File: config.mk
export PLATFORM = sky130hd
export DESIGN_NAME = timestamp_readout
export DESIGN_NICKNAME = d
export VERILOG_FILES = /design/src/rtl/timestamp_pkg.sv /design/src/rtl/timestamp_readout_sync.sv /design/src/rtl/timestamp_readout.sv
export SDC_FILE = /design/constraint.sdc
export NUM_CORES = 1
export LEC_CHECK = 0
export ABC_AREA = 1
export ABC_CLOCK_PERIOD_IN_PS = 5700
export BUFFER_PORTS_ARGS = -buffer_cell sky130_fd_sc_hd__buf_4
export CAP_MARGIN = 0
export CORE_AREA = 2 2 140 115
export DETAILED_ROUTE_END_ITERATION = 6
export DIE_AREA = 0 0 142 117
export GPL_TIMING_DRIVEN = 1
export PLACE_DENSITY_LB_ADDON = 0.08
export SETUP_SLACK_MARGIN = 0.15
export SLEW_MARGIN = 20
export SYNTH_ARGS = -nofsm -noshare
export SYNTH_HDL_FRONTEND = slang
export SYNTH_HIERARCHICAL = 1
export SYNTH_SLANG_ARGS = --single-unit
File: constraint.sdc
create_clock -name globalClock -period 5.7 [get_ports globalClock]
set_input_delay 1.14 -clock globalClock [delete_from_list [all_inputs] [get_ports globalClock]]
set_output_delay 1.14 -clock globalClock [all_outputs]
set_load 0.01 [all_outputs]
File: src/rtl/timestamp_pkg.sv
// Shared constants for the timestamp readout: FSM encoding,
// frame word indices and header field layout.
package timestamp_pkg;

  localparam logic [2:0] ST_IDLE     = 3'd0;
  localparam logic [2:0] ST_CAPTURE  = 3'd1;
  localparam logic [2:0] ST_HDR      = 3'd2;
  localparam logic [2:0] ST_LO       = 3'd3;
  localparam logic [2:0] ST_HI       = 3'd4;
  localparam logic [2:0] ST_PH       = 3'd5;
  localparam logic [2:0] ST_RST      = 3'd6;
  localparam logic [2:0] ST_WAIT_CLR = 3'd7;

  localparam logic [1:0] WORD_HDR = 2'd0;
  localparam logic [1:0] WORD_LO  = 2'd1;
  localparam logic [1:0] WORD_HI  = 2'd2;
  localparam logic [1:0] WORD_PH  = 2'd3;
  localparam int FRAME_WORDS = 4;

  localparam logic [7:0] MARKER_DEFAULT = 8'hA5;

  localparam int HDR_MARK_MSB = 31;
  localparam int HDR_MARK_LSB = 24;
  localparam int HDR_CH_BIT   = 16;
  localparam int HDR_SEQ_MSB  = 15;

  // Phase is 26 bits wide; the upper bits of the word are zero.
  localparam logic [31:0] PHASE_MASK = 32'h03FF_FFFF;

  function automatic logic [31:0] makeHeader(
    input logic [7:0]  marker,
    input logic        ch,
    input logic [15:0] seq
  );
    logic [31:0] h;
    h = '0;
    h[HDR_MARK_MSB:HDR_MARK_LSB] = marker;
    h[HDR_CH_BIT] = ch;
    h[HDR_SEQ_MSB:0] = seq;
    return h;
  endfunction

endpackage

File: src/rtl/timestamp_readout_sync.sv
// sync_bit: async-reset flip-flop chain bringing one flag into the
// clock domain. Ports: clk, rst (active high), d (async), q (synced).
module sync_bit #(
  parameter int pSTAGES = 2
) (
  input  logic clk,
  input  logic rst,
  input  logic d,
  output logic q
);

  logic [pSTAGES-1:0] chain;

  always_ff @(posedge clk or posedge rst) begin
    if (rst) chain <= '0;
    else     chain <= {chain[pSTAGES-2:0], d};
  end

  assign q = chain[pSTAGES-1];

endmodule

File: src/rtl/timestamp_readout.sv
// timestamp_readout: captures latched count/phase per channel and
// streams 4-word frames (hdr, lo, hi, phase) on valid/ready.
// Ports: globalClock, iReset; per channel iRdyN, iNLo/Hi/Phase,
// oResetLatchN; stream oData/oValid/iReady/oLast; status oBusy.
module timestamp_readout
  import timestamp_pkg::*;
#(
  parameter int         pSYNC_STAGES = 2,
  parameter logic [7:0] pMARKER      = MARKER_DEFAULT,
  parameter int         pRST_PULSE   = 1
) (
  input  logic        globalClock,
  input  logic        iReset,
  input  logic        iRdy1,
  input  logic [31:0] i1Lo,
  input  logic [31:0] i1Hi,
  input  logic [31:0] i1Phase,
  input  logic        iRdy2,
  input  logic [31:0] i2Lo,
  input  logic [31:0] i2Hi,
  input  logic [31:0] i2Phase,
  output logic        oResetLatch1,
  output logic        oResetLatch2,
  output logic [31:0] oData,
  output logic        oValid,
  input  logic        iReady,
  output logic        oLast,
  output logic        oBusy
);

  localparam logic [3:0] RST_LAST = 4'(pRST_PULSE - 1);

  logic        rdy1S;
  logic        rdy2S;
  logic [2:0]  state;
  logic        selCh;
  logic        rrPtr;
  logic [31:0] holdLo;
  logic [31:0] holdHi;
  logic [31:0] holdPh;
  logic [15:0] seq1;
  logic [15:0] seq2;
  logic [3:0]  rstCnt;
  logic        accept;
  logic        selRdy;

  sync_bit #(.pSTAGES(pSYNC_STAGES)) uSync1 (
    .clk (globalClock),
    .rst (iReset),
    .d   (iRdy1),
    .q   (rdy1S)
  );

  sync_bit #(.pSTAGES(pSYNC_STAGES)) uSync2 (
    .clk (globalClock),
    .rst (iReset),
    .d   (iRdy2),
    .q   (rdy2S)
  );

  assign accept = oValid && iReady;
  assign selRdy = selCh ? rdy2S : rdy1S;

  always_ff @(posedge globalClock or posedge iReset) begin
    if (iReset) begin
      state  <= ST_IDLE;
      selCh  <= 1'b0;
      rrPtr  <= 1'b0;
      holdLo <= '0;
      holdHi <= '0;
      holdPh <= '0;
      seq1   <= '0;
      seq2   <= '0;
      rstCnt <= '0;
    end else begin
      unique case (state)
        ST_IDLE: begin
          if (rdy1S || rdy2S) begin
            state <= ST_CAPTURE;
            // Tie goes to the pointer, which then flips so the
            // other channel wins the next tie.
            if (rdy1S && rdy2S) begin
              selCh <= rrPtr;
              rrPtr <= ~rrPtr;
            end else begin
              selCh <= rdy2S;
            end
          end
        end
        ST_CAPTURE: begin
          if (selCh) begin
            holdLo <= i2Lo;
            holdHi <= i2Hi;
            holdPh <= i2Phase;
          end else begin
            holdLo <= i1Lo;
            holdHi <= i1Hi;
            holdPh <= i1Phase;
          end
          state <= ST_HDR;
        end
        ST_HDR: if (accept) state <= ST_LO;
        ST_LO:  if (accept) state <= ST_HI;
        ST_HI:  if (accept) state <= ST_PH;
        ST_PH: begin
          if (accept) begin
            if (selCh) seq2 <= seq2 + 16'd1;
            else       seq1 <= seq1 + 16'd1;
            rstCnt <= '0;
            state  <= ST_RST;
          end
        end
        ST_RST: begin
          if (rstCnt == RST_LAST) state <= ST_WAIT_CLR;
          else                    rstCnt <= rstCnt + 4'd1;
        end
        ST_WAIT_CLR: begin
          // The latch stays set until its reset resolves; resending
          // before it clears would duplicate the frame.
          if (!selRdy) state <= ST_IDLE;
        end
        default: state <= ST_IDLE;
      endcase
    end
  end

  always_comb begin
    oData  = '0;
    oLast  = 1'b0;
    oValid = 1'b0;
    unique case (state)
      ST_HDR: begin
        oValid = 1'b1;
        oData  = makeHeader(pMARKER, selCh, selCh ? seq2 : seq1);
      end
      ST_LO: begin
        oValid = 1'b1;
        oData  = holdLo;
      end
      ST_HI: begin
        oValid = 1'b1;
        oData  = holdHi;
      end
      ST_PH: begin
        oValid = 1'b1;
        oLast  = 1'b1;
        oData  = holdPh & PHASE_MASK;
      end
      default: ;
    endcase
  end

  assign oResetLatch1 = (state == ST_RST) && !selCh;
  assign oResetLatch2 = (state == ST_RST) &&  selCh;
  assign oBusy        = (state != ST_IDLE);

endmodule

==> reports/summary.md <==
Run status
* completed — run status

Global route
* 0 — antenna violations before repair
* 27.55% — GR Util All Layers
* 86 — pin count of the biggest net entering global routing
* 7,139 — number of global-route vias before repair
* 0 — aggregate global routing overflow
* 35,800 microns — wire length of the first global-routing pass

Synthesis
* nand2_1 (278), nor2_1 (224), dfrtp_1 (135) — list of most frequent post-synthesis cells
* 7473 sq um — post-synth design cell area
* dfrtp_1 (45%), nand2_1 (14%), nor2_1 (11%) — cell types occupying the most area after synthesis
* 100.0% — Post-synth ARST share
* 28 — post-synth cell types
* dfrtp_1 — most area-hungry cell type in the Yosys netlist
* dfrtp_1 — Primary FF master, synth
* 0 — EDFF count, synth
* 1,198 — post-synthesis net count
* 997 — gate count after technology mapping
* 6 — synthesis warning total
* 45.20% — share of synthesized area occupied by flip-flops and latches
* nand2_1 — most numerous cell in the Yosys netlist
* 135 — register bit total from synthesis
* 45.20% — Synth top area share
* 7.496 sq um — average cell area after synthesis

Setup path
* 730 ps — stage delay of the slowest cell on the critical path
* nand2_1 — cell mode on critical path
* 4560 ps — Data required, critical path
* oData[10] — crit path to
* selCh — critical path launch point
* state[1] — worst flop-to-flop path endpoint
* 2880 ps — arrival time at the worst endpoint
* clkinv_2 > buf_4 > nand2_1 > nand2_1 > nand2_1 > nand4_1 > buf_4 — cells traversed along the worst timing path
* output pin — category of the worst setup path capture point
* 6 — number of cells on the worst reg-to-reg path
* 62 — biggest fanout along the worst timing path
* state[2] — startpoint of the most critical register-to-register path
* register — Worst setup SP type
* 3120 ps — reg-to-reg slack, setup
* register to output pin — type of the worst setup path
* dfrtp_4 — cell type of the slowest stage on the worst timing path

STA
* 0 ps — Setup TNS Final
* 248.5 MHz — f_max
* 346.0 ps — Min Hold Slack
* 0 — Final setup viols
* 4025 ps — minimum clock period
* 1096 ps — slew at the pin with the worst max-slew slack
* 0 — Final Hold Viols
* 6.504 ps — setup skew after layout
* 70.61% — period utilization
* false — unrepaired setup endpoints after global routing
* 0 — Final Slew Violations
* 26.51% — worst slew margin relative to its limit

Die
* 16,610 sq um — die area
* 41 — Row Count
* 142 microns — die width
* 117 microns — Die Ht
* 15,340 sq um — Placeable Area
* 234 — total I/O pin count
* 48.72% — effective utilization at floorplan

Clock tree
* 0 — post-CTS resize count
* 135 — CTS sink cnt
* 2 — clock tree buffer depth
* 17 — CTS Buf Count
* yes — CTS tree
* clkbuf_16 — buffer type at the clock tree root
* 60 ps — CTS clock-pin slew for the worst setup and hold paths
* 4 — number of levels the H-tree was split into
* 0 — post-CTS setup-driven buffer insertion count
* 420 ps — worst-skew pair later-pin latency
* 0 — hold-fix buffer count after cts

Final layout
* 63.74% — Final Util
* 0 — antenna diode count
* 30.82% — relative area change from synthesis to final layout
* 1,386 — final net count
* 3601 sq um — Multi-input gate area
* 3382 sq um — Register Area
* 9777 sq um — Post-Layout Inst Area
* 1,398 — filler cell count
* 23.12% — share of post-route cells with drive strength above 1
* 1,391 — post-route insts no fill

Place
* 1,359 — DP Cell Count
* 221 — Port Buffers
* 0.9023 — Routability Congestion
* 9123 sq um — post-place instance area
* 15,310 microns — post-detail-place hpwl

Pwr
* 24.0% — clock network fraction of total power
* 42.8% — Logic pwr share
* 0.3109 mV — Max VDD drop
* 41.22% — switching share of power
* 2.983 mW — Internal
* 4.887 nW — static leakage
* 33.2% — power share of the sequential group
* 2.092 mW — Switching Power
* 519.1 nW/um^2 — cell area power density

Drt
* 5.341 — vias per std cell
* 6 — number of detailed-route iterations in the first pass
* 16.15 microns — detail-routed net length per standard cell
* 597 — DRC marker count from the first detailed-route iteration
* 7,429 — vias after detailed routing
* 22,460 microns — WL final
* 0 — number of DRC violations after detailed routing
* 0 — post-route ant nets

Hold path
* 0 — cell depth of the worst hold path
* register to register — class of the most critical hold timing path

Flow run
* 0 — max cap viols

-- worst min-delay path by stage --
stage                          startpoint         endpoint  slack [ps]
after floorplan           uSync1/chain[0]  uSync1/chain[1]         330
after global placement    uSync1/chain[0]  uSync1/chain[1]         330
after detailed placement  uSync1/chain[0]  uSync1/chain[1]         340
after CTS                 uSync1/chain[0]  uSync1/chain[1]         350
after global routing      uSync1/chain[0]  uSync1/chain[1]         360
final                     uSync1/chain[0]  uSync1/chain[1]         350
-- power by group through the flow --
stage / clock [mW] / sequential, mW / combinational (mW)
after floorplan: 0 / 1.56 / 1.59
after global placement: 0 / 1.68 / 2.14
after detailed placement: 0 / 1.69 / 2.17
after CTS: 1.23 / 1.68 / 2.18
after global routing: 1.27 / 1.74 / 2.45
final: 1.22 / 1.69 / 2.17
-- sequential cells by signal, summed over array words and instances, names as in the netlist, 2 cells and up --
| signal | count |
|---|---|
| uSync2/chain | 2 |
| rstCnt | 4 |
| seq1 | 16 |
| state | 3 |
| holdHi | 32 |
| uSync1/chain | 2 |
| seq2 | 16 |
| holdLo | 32 |
| holdPh | 26 |
-- layer usage --
layer	share of wire [%]	vias up	track usage (%)	routed length (microns)
li1	-	3655	-	-
met1	44	3451	36.59	9819
met2	45	285	43.86	10200
met3	8.5	38	8.137	1916
met4	2.3	0	9.067	519
met5	0	-	0	0
-- cells by family (layout without fill, tap and decap cells) --
logic type | after synthesis | after routing | synth area share (%)
buffers and inverters | 106 | 307 | 6.814
XOR/XNOR | 23 | 23 | 2.695
AND/OR/NAND/NOR | 599 | 599 | 32.65
AO/OA/AOI/OAI | 130 | 130 | 11.97
adder cells (fa/ha/maj) | 4 | 4 | 0.6697
flip-flops | 135 | 135 | 45.20
-- worst max-delay path: cells and delay by family (launching register included) --
kind | cells | cell delay (ps)
flops | 1 | 730
buf+inv | 3 | 1330
simple gates | 4 | 360
-- stage by stage --
step	setup WS (ps)	power, mW
6_report	1675	5.075
5_1_grt	1473	5.461
4_1_cts	1688	5.092
3_5_place_dp	2146	3.853
3_3_place_gp	2139	3.825
2_1_floorplan	1062	3.146
-- layout make-up --
| type | instances | area share (%) |
|---|---|---|
| Clock buffer | 19 | 4.633 |
| Clock inverter | 13 | 2.060 |
| Sequential cell | 135 | 34.59 |
| Tap cell | 193 | 2.470 |
| Timing Repair Buffer | 229 | 17.58 |
| Inverter | 46 | 1.830 |
| Multi-Input combinational cell | 756 | 36.83 |
-- layout by cell type (no fill, tap or decap), types with 3 or more instances in the layout --
master / instances
nand2_1: 278
buf_4: 229
nor2_1: 223
dfrtp_1: 134
o31ai_1: 90
nand3_1: 64
inv_1: 41
o21ai_0: 23
nand4_1: 21
xor2_1: 18
clkbuf_16: 17
a21oi_1: 9
clkinv_2: 5
xnor2_1: 5
bufinv_16: 5
nor2_2: 4
ha_1: 4
a32o_1: 3
o21ai_1: 3
clkinvlp_4: 3
Power figures use the tool's default switching activity.
